$ cat src/rtl/obi_wb_pkg.sv
// Shared types and constants for the OBI-to-Wishbone bridge.
// The FSM state encoding and the captured request record live here.
package obi_wb_pkg;

  localparam int unsigned ObiWbTimeoutDefault = 255;

  typedef enum logic [1:0] {
    IDLE = 2'd0,
    BUS  = 2'd1,
    RESP = 2'd2
  } obi_wb_state_e;

  // One OBI request as captured at grant time; it drives the Wishbone side.
  typedef struct packed {
    logic [31:0] addr;
    logic        we;
    logic [3:0]  be;
    logic [31:0] wdata;
  } obi_wb_req_t;

endpackage : obi_wb_pkg

$ cat src/rtl/obi_wb_bridge.sv
// Single-outstanding bridge from the core's OBI req/gnt/rvalid port to a
// Wishbone B4 classic master, with a bus timeout that forces an error response.
module obi_wb_bridge
  import obi_wb_pkg::*;
#(
  parameter int unsigned TimeoutCycles = ObiWbTimeoutDefault,
  parameter int unsigned TimeoutW      = 8
) (
  input  logic        clk_i,
  input  logic        rst_i,
  // OBI side
  input  logic        req_i,
  output logic        gnt_o,
  input  logic [31:0] addr_i,
  input  logic        we_i,
  input  logic [3:0]  be_i,
  input  logic [31:0] wdata_i,
  output logic        rvalid_o,
  output logic [31:0] rdata_o,
  output logic        err_o,
  // Wishbone side
  output logic        wbm_cyc_o,
  output logic        wbm_stb_o,
  output logic        wbm_we_o,
  output logic [3:0]  wbm_sel_o,
  output logic [31:0] wbm_adr_o,
  output logic [31:0] wbm_dat_o,
  input  logic [31:0] wbm_dat_i,
  input  logic        wbm_ack_i,
  input  logic        wbm_err_i,
  output logic        timeout_o
);

  localparam bit                TimeoutEn   = (TimeoutCycles != 0);
  localparam logic [TimeoutW-1:0] TimeoutLast =
    TimeoutEn ? TimeoutW'(TimeoutCycles - 1) : '0;

  obi_wb_state_e       state_q;
  obi_wb_req_t         req_q;
  logic                cyc_q;
  logic [TimeoutW-1:0] cnt_q;
  logic                rvalid_q;
  logic [31:0]         rdata_q;
  logic                err_q;

  logic in_bus;
  logic bus_err;
  logic bus_ack;
  logic bus_timeout;
  logic bus_done;

  // Termination decode; error beats ack, and ack/err beat the timeout.
  always_comb begin
    // NOTE: every signal written here gets a value on every path, so no latch is inferred.
    in_bus      = (state_q == BUS);
    bus_err     = in_bus && wbm_err_i;
    bus_ack     = in_bus && wbm_ack_i && !wbm_err_i;
    bus_timeout = 1'b0;
    if (TimeoutEn) begin
      bus_timeout = in_bus && !wbm_ack_i && !wbm_err_i && (cnt_q == TimeoutLast);
    end
    bus_done    = bus_err || bus_ack || bus_timeout;
  end

  // NOTE: state is updated with non-blocking assignments so every register samples pre-edge values.
  always_ff @(posedge clk_i) begin
    if (rst_i) begin
      state_q  <= IDLE;
      req_q    <= '0;
      cyc_q    <= 1'b0;
      cnt_q    <= '0;
      rvalid_q <= 1'b0;
      rdata_q  <= '0;
      err_q    <= 1'b0;
    end else begin
      case (state_q)
        IDLE: begin
          rvalid_q <= 1'b0;
          if (req_i) begin
            req_q.addr  <= addr_i;
            req_q.we    <= we_i;
            req_q.be    <= be_i;
            req_q.wdata <= wdata_i;
            cnt_q       <= '0;
            cyc_q       <= 1'b1;
            state_q     <= BUS;
          end
        end

        BUS: begin
          cnt_q <= cnt_q + 1'b1;
          if (bus_done) begin
            cyc_q    <= 1'b0;
            rvalid_q <= 1'b1;
            err_q    <= bus_err || bus_timeout;
            // Reads return slave data only on a clean ack; writes and errors return 0.
            rdata_q  <= (bus_ack && !req_q.we) ? wbm_dat_i : 32'h0;
            state_q  <= RESP;
          end
        end

        RESP: begin
          rvalid_q <= 1'b0;
          state_q  <= IDLE;
        end

        default: begin
          cyc_q    <= 1'b0;
          rvalid_q <= 1'b0;
          state_q  <= IDLE;
        end
      endcase
    end
  end

  // Grant is the only combinational request path; it is masked during reset.
  assign gnt_o     = req_i && (state_q == IDLE) && !rst_i;
  assign timeout_o = bus_timeout;

  assign rvalid_o  = rvalid_q;
  assign rdata_o   = rdata_q;
  assign err_o     = err_q;

  assign wbm_cyc_o = cyc_q;
  assign wbm_stb_o = cyc_q;
  assign wbm_we_o  = req_q.we;
  assign wbm_sel_o = req_q.be;
  assign wbm_adr_o = req_q.addr;
  assign wbm_dat_o = req_q.wdata;

endmodule : obi_wb_bridge

$ cat config.mk
export PLATFORM = sky130hd
export DESIGN_NAME = obi_wb_bridge
export DESIGN_NICKNAME = d
export VERILOG_FILES = /design/src/rtl/obi_wb_pkg.sv /design/src/rtl/obi_wb_bridge.sv
export SDC_FILE = /design/constraint.sdc
export NUM_CORES = 1
export LEC_CHECK = 0
export BUFFER_PORTS_ARGS = -buffer_cell sky130_fd_sc_hd__buf_2
export CELL_PAD_IN_SITES_DETAIL_PLACEMENT = 1
export CELL_PAD_IN_SITES_GLOBAL_PLACEMENT = 2
export CORE_MARGIN = 3
export CORE_UTILIZATION = 27
export DETAILED_ROUTE_END_ITERATION = 8
export PLACE_DENSITY = 0.89
export SETUP_SLACK_MARGIN = 0.3
export SLEW_MARGIN = 20
export SYNTH_ARGS = -nofsm -noshare
export SYNTH_HDL_FRONTEND = slang
export SYNTH_SLANG_ARGS = --single-unit
$ cat constraint.sdc
create_clock -name clk_i -period 4 [get_ports clk_i]
set_input_delay 0.4 -clock clk_i [delete_from_list [all_inputs] [get_ports clk_i]]
set_output_delay 0.4 -clock clk_i [all_outputs]
set_load 0.005 [all_outputs]
# ---- Word level (Yosys, flattened, before mapping)
# Index checks and enable logic that the tools add are counted.
dict set report word_totals {
  ff_bits 114
  inputBits 106
  out_inout_bits 107
  elab_cells 51
}
dict set report classes {
  n_addsub 1
  eq_ne 5
  muxes 9
  bitwise_logic 2
  reduce_logical 24
}
# cell n
set ops {}
lappend ops {{$mux W32} 1}
lappend ops {{$pmux W8 S2} 1}
lappend ops {{$logic_and A1 B1 Y1} 9}
lappend ops {{$add A8 B1 Y8 const B} 1}
lappend ops {{$eq A8 B8 Y1 const B} 1}
lappend ops {{$mux W8} 1}
lappend ops {{$reduce_and A2 Y1} 4}
lappend ops {{$logic_not A1 Y1} 4}
lappend ops {{$mux W2} 2}
lappend ops {{$pmux W2 S2} 1}
lappend ops {{$logic_or A1 B1 Y1} 3}
lappend ops {{$pmux W1 S3} 1}
lappend ops {{$reduce_and A3 Y1} 1}
lappend ops {{$eq A2 B1 Y1 const B} 1}
lappend ops {{$eq A2 B2 Y1 const B} 1}
lappend ops {{$logic_not A2 Y1} 1}
lappend ops {{$mux W1} 2}
lappend ops {{$ne A2 B1 Y1 const B} 1}
lappend ops {{$ne A2 B2 Y1 const B} 1}
lappend ops {{$not A1 Y1} 2}
lappend ops {{$reduce_bool A2 Y1} 1}
lappend ops {{$reduce_or A2 Y1} 1}

# ---- Depth between registers and ports, before layout
dict set report logic_depth {
  ltp_word 7
  depth_mapped 6
  ltp_nobuf 6
}

# ---- Worst setup path before layout
# OpenSTA, ideal clock, no wires.
dict set report synth_path {
  path_type {input port to output port}
  startpoint {input req_i}
  endpoint {output gnt_o}
  arrival_ns 1.143
  required_ns 3.600
  setup_slack_ns 2.457
  stages 4
  cell_sequence {or3b_1 clkbuf_1 buf_2 nor2_1}
}
dict set report synth_between {
  elab_chain_cells 2
}
# element line_no
set synth_lines {}
lappend synth_lines {{start: declaration} obi_wb_bridge.sv:12} ;# input logic req_i,
lappend synth_lines {{$logic_and A1 B1 Y1 (2 in series)} obi_wb_bridge.sv:117} ;# assign gnt_o = req_i && (state_q == IDLE) && !rst_i;
lappend synth_lines {{end: declaration} obi_wb_bridge.sv:13} ;# output logic gnt_o,
# No other way between the ends.

# ---- Worst setup path in the final report
dict set report layout_path {
  startpoint {register state_q[1]}
  endpoint {output gnt_o}
}
dict set report layout_between {
  elab_chain_cells 3
}
# element line_no
set layout_lines {}
lappend layout_lines {{start: declaration} obi_wb_bridge.sv:38} ;# obi_wb_state_e state_q;
lappend layout_lines {{start signal: assignment} obi_wb_bridge.sv:68} ;# state_q <= IDLE;
lappend layout_lines {{start signal: assignment} obi_wb_bridge.sv:86} ;# state_q <= BUS;
lappend layout_lines {{start signal: assignment} obi_wb_bridge.sv:98} ;# state_q <= RESP;
lappend layout_lines {{$logic_not A2 Y1} obi_wb_bridge.sv:117}
lappend layout_lines {{$logic_and A1 B1 Y1 (2 in series)} obi_wb_bridge.sv:117}
# No other way between the ends.

==> run metrics <==
status complete, no violations; setup slack after layout approximately 1.5 ns; Die X approximately 130 µm; final hold viol count 0; ys async rst share 0%; Cell Chain, Critical Path or3b_2 > nor2_1 > buf_2; hold buffer count at cts 0; WP buf/inv 1; GR Util met1 16.9%; Max Fclk about 400 MHz; VDD IR max 0.273 mV; Period minus WS final 2.47 ns; routed vias/inst around 4.6; Synth area leaders dfxtp_1, nand2_1, a21oi_1; crit start category register; Setup Crit Path Kind reg2out; clk sink count 114; Yosys top cell area share around 53%; PwrDens slightly above 500 nW/µm²; Leakage 2.79 nW; first-pass GRT wire length about 22,000 µm; Critical Path Start state_q[1]$_SDFFE_PP0P_; headroom to the max-slew limit 44.8%; area leader, netlist dfxtp_1; Clk Latency, worst-skew pair 0.41 ns; Net Sw Power ~750 µW; crit path max fanout 39; post-CTS sizing 0; WL/cell between 15 and 20 µm; RSZ-0062 raised after global routing no; Layout Area Growth over Synthesis 42.0%; count leader, synth nand2_1; syn_nets just under 600; vias in the first global route approximately 4,500; DP HPWL between 9000 and 10,000 µm; Fillers 1,889; FP Rows between 40 and 50; Final Setup Violations 0; syn avg cell area slightly below 9 µm²; Layout Skew about 0.0059 ns; IO Count 213; Seq/Total Area, Yosys a little over half; WL final 13,600 µm; largest net degree at the start of global routing 71; critical path endpoint category primary output; Worst EP required around 3.6 ns; clock-pin slew on the worst setup and hold paths 0.05 ns; setup TNS 0 ns; Net Sw Frac around 24%; # nets final 790; Overflow after GRT 0; largest stage delay on the critical path roughly 0.85 ns; DRT Pass-1 Iters 4; Gate power share about an eighth; Flop pwr share roughly two fifths; number of synthesized flops with an enable pin 0; cell-internal power between 2 and 2.5 mW; period utilization approximately three fifths; clock buffer depth 2; DR iter-0 viols between 150 and 200; WP data arrival just over 2 ns; GRT Max-Usage Layer met2; CP max-delay cell or3b_2; Netlist Area Pre-Place approximately 4300 µm²; final core occ roughly 40%; initial antenna violation count 0; total vias in the final route between 4,000 and 5,000; H-tree depth 4; number of diodes 0; port bufs around 210; Clk pwr share between 40% and 50%; die area 17,400 µm²; CTS tree done; Slew @ Worst Pin about 0.83 ns; DP Worst Slack around 1.7 ns; #FFs+latches synth 114; ys flop type dfxtp_1; setup bufs post-CTS 0; GRT Total Usage 15.3%; Hold Path Class in2reg; max_cap viols 0; Commonest cells post-synth nand2_1, dfxtp_1, a21oi_1; post-route ant nets 0; root buf cell clkbuf_16; Num CTS Buffers 17; residual DRC count 0; met2 track demand over resource a little over a quarter; Post-Synthesis Cells a little under 500; r2r startpoint state_q[1]$_SDFFE_PP0P_; hold_sp wbm_dat_i[20]; Unique masters post-synth 44; layout cells sized above 1 ~37%; met3 usage under 10%; Core ar. 15,400 µm²; overall die height ~130 µm; GPL Wtd Cong 0.726; CP delay by family, top simple AND/OR/NAND/NOR gates; Starting Density between 20% and 30%; Max Slew Vio Count 0; Yosys warnings 0
[flip-flops by register name, indices dropped and copies added (netlist names)]
name and cells:
rdata_o 32, wbm_adr_o 32, wbm_dat_o 32, cnt_q 8
wbm_sel_o 4, state_q 2, err_o 1, rvalid_o 1
wbm_cyc_o 1, wbm_we_o 1
[metrics by stage]
stage / instances / cell area, µm² / power (mW) / hold WS, ns
global route: 905 / 6080 / 3.22 / 0.189
CTS: 905 / 6060 / 3.12 / 0.184
finish: 905 / 6080 / 3.08 / 0.202
floorplan: 485 / 4280 / 1.46 / 0.453
detailed placement: 874 / 5480 / 1.64 / 0.450
global placement: 874 / 5480 / 1.62 / 0.440
[cell usage in the layout, fill, tap and decap left out, types with 2 or more instances in the layout]
master / synthesis / routed
buf_2: 13 / 211
clkbuf_16: 0 / 17
nor2_1: 4 / 4
a211oi_1: 2 / 2
ha_1: 2 / 2
buf_4: 4 / 6
a21oi_1: 75 / 75
nand2b_1: 3 / 3
or4_1: 2 / 2
clkbuf_1: 22 / 4
inv_1: 5 / 5
dfxtp_1: 114 / 114
a32o_1: 32 / 32
nand3_1: 3 / 3
nor2b_1: 32 / 32
clkbuf_8: 0 / 7
nand2_1: 142 / 142
o31ai_1: 2 / 2
[worst paths after layout]
kind / end / slack [ns] / cells after the start
setup / recovery: gnt_o / 1.53 / 3
hold reg to reg: wbm_dat_o[5]$_SDFFE_PP0P_ / 0.45 / 2
setup reg to reg: cnt_q[2]$_SDFFE_PP0P_ / 1.81 / 4
hold / removal: rdata_o[20]$_SDFFE_PP0P_ / 0.20 / 2
[logic make-up (layout without fill, tap and decap cells)]
group / Yosys count / count (layout) / share of synthesized area, %
AO/OA/AOI/OAI: 121 / 121 / 18.7
adder cells (fa/ha/maj): 2 / 2 / 0.585
flip-flops: 114 / 114 / 53.3
multiplexers: 2 / 2 / 0.497
AND/OR/NAND/NOR: 201 / 201 / 22.0
buffers and inverters: 45 / 254 / 4.85
[layout make-up]
type / count / area (µm²) / area share (%)
Clock buffer: 28 / 537 / 8.83
Sequential cell: 114 / 2280 / 37.6
Tap cell: 211 / 264 / 4.34
Multi-Input combinational cell: 326 / 1810 / 29.8
Timing Repair Buffer: 218 / 1120 / 18.4
Inverter: 5 / 18.8 / 0.309
Clock inverter: 3 / 42.5 / 0.700
[power groups by stage]
| stage | Sequential (mW) | Clock, mW | Combinational (mW) |
|---|---|---|---|
| 6_report | 1.25 | 1.46 | 0.359 |
| 5_1_grt | 1.26 | 1.55 | 0.405 |
| 4_1_cts | 1.25 | 1.50 | 0.366 |
| 3_5_place_dp | 1.28 | 0 | 0.364 |
| 3_3_place_gp | 1.27 | 0 | 0.350 |
| 2_1_floorplan | 1.28 | 0 | 0.186 |
[routing by layer]
metal	wire (µm)	share of wire, %
met4	274	2.0
met3	950	7.0
met1	5580	41
met5	0	0
met2	6820	50
Power figures use the tool's default switching activity.
